### config.mk
export PLATFORM = sky130hd
export DESIGN_NAME = bdc_command_sequencer
export DESIGN_NICKNAME = d
export VERILOG_FILES = /design/src/rtl/bdc_command_sequencer.sv
export SDC_FILE = /design/constraint.sdc
export NUM_CORES = 1
export LEC_CHECK = 0
export ABC_AREA = 0
export BUFFER_PORTS_ARGS = -buffer_cell sky130_fd_sc_hd__buf_2
export CORE_MARGIN = 2
export CORE_UTILIZATION = 53
export DETAILED_ROUTE_END_ITERATION = 10
export GPL_TIMING_DRIVEN = 1
export PLACE_DENSITY_LB_ADDON = 0.05
export SKIP_LAST_GASP = 1
export SLEW_MARGIN = 20
export SYNTH_ARGS = -nofsm -noshare
export SYNTH_HDL_FRONTEND = slang
export SYNTH_SLANG_ARGS = --single-unit
### constraint.sdc
create_clock -name clk -period 2.03 [get_ports clk]
set_input_delay 0.406 -clock clk [delete_from_list [all_inputs] [get_ports clk]]
set_output_delay 0.406 -clock clk [all_outputs]
set_load 0.01 [all_outputs]
### src/rtl/bdc_command_sequencer.sv
// bdc_command_sequencer: turns one BDC command into a byte sequence on the byte engine
//   clk, rst          : single clock, synchronous active-high reset
//   cmd_valid/ready   : command handshake, ready only while idle
//   cmd_opcode/addr/wdata, cmd_has_addr, cmd_wr_bytes, cmd_rd_bytes, cmd_delay : command fields
//   rsp_valid/rsp_data: one-cycle completion pulse and read result (held until next command)
//   tgt_clk_pulse     : target-clock tick, counted only during the post-write delay
//   bdc_data_in, bdc_send_data, bdc_read_data, bdc_data_out, bdc_ready : byte engine side
module bdc_command_sequencer (
   input  logic        clk,
   input  logic        rst,
   input  logic        cmd_valid,
   output logic        cmd_ready,
   input  logic [7:0]  cmd_opcode,
   input  logic [15:0] cmd_addr,
   input  logic [15:0] cmd_wdata,
   input  logic        cmd_has_addr,
   input  logic [1:0]  cmd_wr_bytes,
   input  logic [1:0]  cmd_rd_bytes,
   input  logic        cmd_delay,
   output logic        rsp_valid,
   output logic [15:0] rsp_data,
   input  logic        tgt_clk_pulse,
   output logic [7:0]  bdc_data_in,
   output logic        bdc_send_data,
   output logic        bdc_read_data,
   input  logic [7:0]  bdc_data_out,
   input  logic        bdc_ready
);
   typedef enum logic [2:0] {IDLE, TX_ISSUE, TX_WAIT, DELAY, RX_ISSUE, RX_WAIT, RESP} state_t;
   state_t      state, state_n;
   logic [39:0] tx_sr;
   logic [2:0]  tx_left;
   logic [1:0]  rd_left;
   logic        dly;
   logic [4:0]  dcnt;
   logic [1:0]  wr_n, rd_n;
   logic [15:0] w_just;
   logic        accept, tx_done, rx_done, send_n, read_n;
   logic [7:0]  data_in_n;
   logic [15:0] rsp_data_n;

   assign wr_n   = cmd_wr_bytes == 2'd3 ? 2'd2 : cmd_wr_bytes;
   assign rd_n   = cmd_rd_bytes == 2'd3 ? 2'd2 : cmd_rd_bytes;
   assign w_just = wr_n == 2'd2 ? cmd_wdata : wr_n == 2'd1 ? {cmd_wdata[7:0], 8'h00} : 16'h0000;
   assign accept = state == IDLE && cmd_valid;
   // in the strobe cycle the engine has not yet seen the request, so its ready is stale
   assign tx_done = state == TX_WAIT && bdc_ready && !bdc_send_data;
   assign rx_done = state == RX_WAIT && bdc_ready && !bdc_read_data;

   always_ff @(posedge clk) begin
      if (rst)
         state <= IDLE;
      else
         state <= state_n;
   end

   always_comb begin
      state_n = state;
      case (state)
         IDLE:     if (cmd_valid) state_n = TX_ISSUE;
         TX_ISSUE: if (bdc_ready) state_n = TX_WAIT;
         TX_WAIT:  if (tx_done) state_n = tx_left > 3'd1 ? TX_ISSUE : dly ? DELAY : rd_left != 2'd0 ? RX_ISSUE : RESP;
         DELAY:    if (tgt_clk_pulse && dcnt == 5'd15) state_n = rd_left != 2'd0 ? RX_ISSUE : RESP;
         RX_ISSUE: if (bdc_ready) state_n = RX_WAIT;
         RX_WAIT:  if (rx_done) state_n = rd_left > 2'd1 ? RX_ISSUE : RESP;
         RESP:     state_n = IDLE;
         default:  state_n = IDLE;
      endcase
   end

   always_comb begin
      send_n     = state == TX_ISSUE && bdc_ready;
      read_n     = state == RX_ISSUE && bdc_ready;
      data_in_n  = send_n ? tx_sr[39:32] : bdc_data_in;
      rsp_data_n = accept ? 16'h0000 : rx_done ? {rsp_data[7:0], bdc_data_out} : rsp_data;
   end

   // outputs are registered from the next state so they line up with the state they belong to
   always_ff @(posedge clk) begin
      if (rst) begin
         cmd_ready     <= 1'b1;
         rsp_valid     <= 1'b0;
         rsp_data      <= 16'h0000;
         bdc_send_data <= 1'b0;
         bdc_read_data <= 1'b0;
         bdc_data_in   <= 8'h00;
         dcnt          <= 5'd0;
         tx_sr         <= 40'h0;
         tx_left       <= 3'd0;
         rd_left       <= 2'd0;
         dly           <= 1'b0;
      end else begin
         cmd_ready     <= state_n == IDLE;
         rsp_valid     <= state_n == RESP;
         rsp_data      <= rsp_data_n;
         bdc_send_data <= send_n;
         bdc_read_data <= read_n;
         bdc_data_in   <= data_in_n;
         dcnt          <= state == DELAY ? dcnt + {4'h0, tgt_clk_pulse} : 5'd0;
         if (accept) begin
            // bytes are packed left-justified so the next one is always tx_sr[39:32]
            tx_sr   <= cmd_has_addr ? {cmd_opcode, cmd_addr, w_just} : {cmd_opcode, w_just, 16'h0000};
            tx_left <= 3'd1 + (cmd_has_addr ? 3'd2 : 3'd0) + {1'b0, wr_n};
            rd_left <= rd_n;
            dly     <= cmd_delay;
         end
         if (tx_done) begin
            tx_sr   <= {tx_sr[31:0], 8'h00};
            tx_left <= tx_left - 3'd1;
         end
         if (rx_done)
            rd_left <= rd_left - 2'd1;
      end
   end
endmodule
==> impl_metrics.yaml <==
floorplanning:
  die_w_um: 86.6
  num_io_pins: 87
  start_util_pct: 54.1
  die_y_um: 86.6
  placementRows: 30
  core_um2: 6680
  die-area_um2: 7490
clock_tree:
  path_clk_slew_ns: 0.09
  root_buffer: "clkbuf_8"
  clk_path_buf_depth: 2
  post_cts_buffers: 0
  cts_resized: 1
  cts_inserted_buffers: 9
  cts_hold_buf: 0
  clk_latency_ns: 0.35
  cts.sinks: 82
  cts_max_level: 3
  cts_tree: "done"
placement:
  portBuffers: 86
  hpwl_um: 6270
  place_congestion: 0.824
routing:
  ant_nets: 0
  drtIter0Drc: 185
  vias: 3396
  first_pass_iters: 4
  drt-total-wl_um: 8800
  drt-wirelength-per-cell_um: 14.5
  drc_errors: 0
  detail_route.vias_per_cell: 5.59
sta:
  hold_slack_ns: 0.277
  slew_viol_final: 0
  grt_setup_unrepaired: "no"
  finalClockSkew_ns: 0.0114
  fin_crit_ns: 1.76
  worst_pin_slew_ns: 0.689
  hold_viol: 0
  timing.fmax_mhz: 569
  slew_headroom_pct: 54.0
  setup_viol: 0
  fin_crit_sh_pct: 86.6
grt:
  grt_start_max_net_pins: 44
  grt_util_all_layers_pct: 23.9
  grt_pass1_wl_um: 14300
  antenna_found_initial: 0
  grt_overflow_total: 0
  grt_pass1_vias: 3175
synth:
  synth_edf_count: 0
  synth_warnings: 0
  syn_area_per_cell_um2: 8.29
  synthFlopType: "dfxtp_1"
  ys_seq_area_share_pct: 45.4
  syn-cell-area_um2: 3610
  async_reset_ff_share_pct: 0
  syn-num-nets: 502
  ys_ff_latch: 82
  ys_types: 43
  synthCells: 436
layout:
  areaGrowthSynthToFinish_pct: 21.8
  nNetsFinal: 588
  final_common_cell: "nand2_1"
  final_cell_mix: "nand2_1, buf_2, dfxtp_1"
  layout-drive-gt1-share_pct: 26.0
  diodes: 0
worst_setup_path:
  cp_max_fo: 12
  endpoint_kind: "flop"
  worst_ep_arrival_time_ns: 2.00
  worstSetupStartpointType: "flop"
  worstPathRequired_ns: 2.27
  r2r_cells: 6
  crit_type: "reg2reg"
  rrSetupSlack_ns: 0.27
  regToRegEndpoint: "rsp_data[6]$_SDFFE_PP0P_"
  rr_startpoint: "state[0]$_SDFF_PP0_"
job:
  maxCapViolCount: 0
power:
  cellPowerDensity_nw_per_um2: 831
  peakVddDrop_v: 0.000581
  power_w: 0.00366
  p_leak_nw: 1.77
min_path:
  min_path_type: "in2reg"
  hold_start: "bdc_data_out[1]"
  hold_depth: 3
  hold_end: "rsp_data[1]$_SDFFE_PP0P_"
status:
  status: "finished, final reports clean"
cell usage after synthesis (all sizes together) (2+ instances only):
master	instances	area, um^2
dfxtp	82	1640
clkbuf	21	78.8
a221oi	8	88.8
a211oi	3	22.5
o22ai	3	18.8
o21ai	13	65.1
xor2	2	17.5
nand2	87	327
ha	6	75.1
nand3b	4	42.5
or3	10	62.6
nor2b	5	31.3
nand3	12	60.1
a21oi	62	310
nand2b	2	12.5
or2	3	18.8
and2	4	25.0
nor4b	2	47.6
inv	6	22.5
a22oi	40	300
buf	13	65.1
nor2	30	115
through the flow:
stage	instance area, um^2	setup TNS (ns)	cells	setup WS (ns)	utilization, %
floorplan	3610	0	436	0.243	-
global placement	4190	-0.784	591	-0.0999	62.6
detailed placement	4190	-1.09	591	-0.162	62.6
CTS	4400	0	607	0.260	65.9
global route	4400	0	607	0.123	65.9
finish	4400	0	607	0.272	65.9
logic make-up (layout without fill, tap and decap cells):
kind of cell / after synthesis / in the layout / share of synthesized area [%]
AOI/OAI and AO/OA: 136 / 136 / 23.9
adders and majority gates: 7 / 7 / 2.63
xor gates and xnor gates: 3 / 3 / 0.727
buffers and inverters: 41 / 132 / 4.71
DFF: 82 / 82 / 45.4
and+or+nand+nor: 167 / 167 / 22.6
worst max path at each step:
stage	slack (ns)	depth (start not counted)	endpoint	start
3_3_place_gp	-0.1	7	tx_sr[38]$_SDFFE_PP0P_	bdc_ready
6_report	0.27	6	rsp_data[6]$_SDFFE_PP0P_	state[0]$_SDFF_PP0_
2_1_floorplan	0.24	6	tx_left[1]$_SDFFE_PP0P_	cmd_has_addr
4_1_cts	0.26	6	rsp_data[6]$_SDFFE_PP0P_	state[1]$_SDFF_PP0_
3_5_place_dp	-0.16	7	tx_sr[32]$_SDFFE_PP0P_	bdc_ready
5_1_grt	0.12	6	tx_left[2]$_SDFFE_PP0P_	bdc_send_data$_SDFF_PP0_
report_power, final:
group / total [W] / internal (W) / switching, W
clock network: 0.00124 / 0.000615 / 0.000627
logic: 0.000650 / 0.000274 / 0.000376
registers: 0.00176 / 0.00170 / 0.0000656
total: 0.00366 / 0.00259 / 0.00107
critical path, cell delays in order, from the launching register on:
cell and delay [ns]:
dfxtp_1 0.45, buf_4 0.20, nand3b_4 0.12, or3b_1 0.51, buf_4 0.23, nand2_1 0.08
a21oi_1 0.07
per-layer routing:
| metal | vias to the layer above | track usage (%) | part of all wire (%) |
|---|---|---|---|
| met5 | - | 0 | 0 |
| met4 | 0 | 8.24 | 1.4 |
| met3 | 10 | 4.76 | 4.1 |
| met2 | 88 | 41.7 | 51 |
| met1 | 1591 | 29.5 | 44 |
| li1 | 1707 | - | - |
flip-flops by register name, indices dropped and copies added (netlist names), 2 cells and up:
name	flops
rsp_data	16
rd_left	2
state	3
dcnt	5
bdc_data_in	8
tx_left	3
tx_sr	40
final cells by class:
type / count / area (um^2)
tap: 80 / 100
multi-input combinational: 313 / 1810
clock inverter: 6 / 72.6
fill: 616 / 2280
sequential: 82 / 1640
timing repair buffer: 109 / 616
clock buffer: 10 / 138
inverter: 7 / 26.3
(Power assumes the default switching activity.)
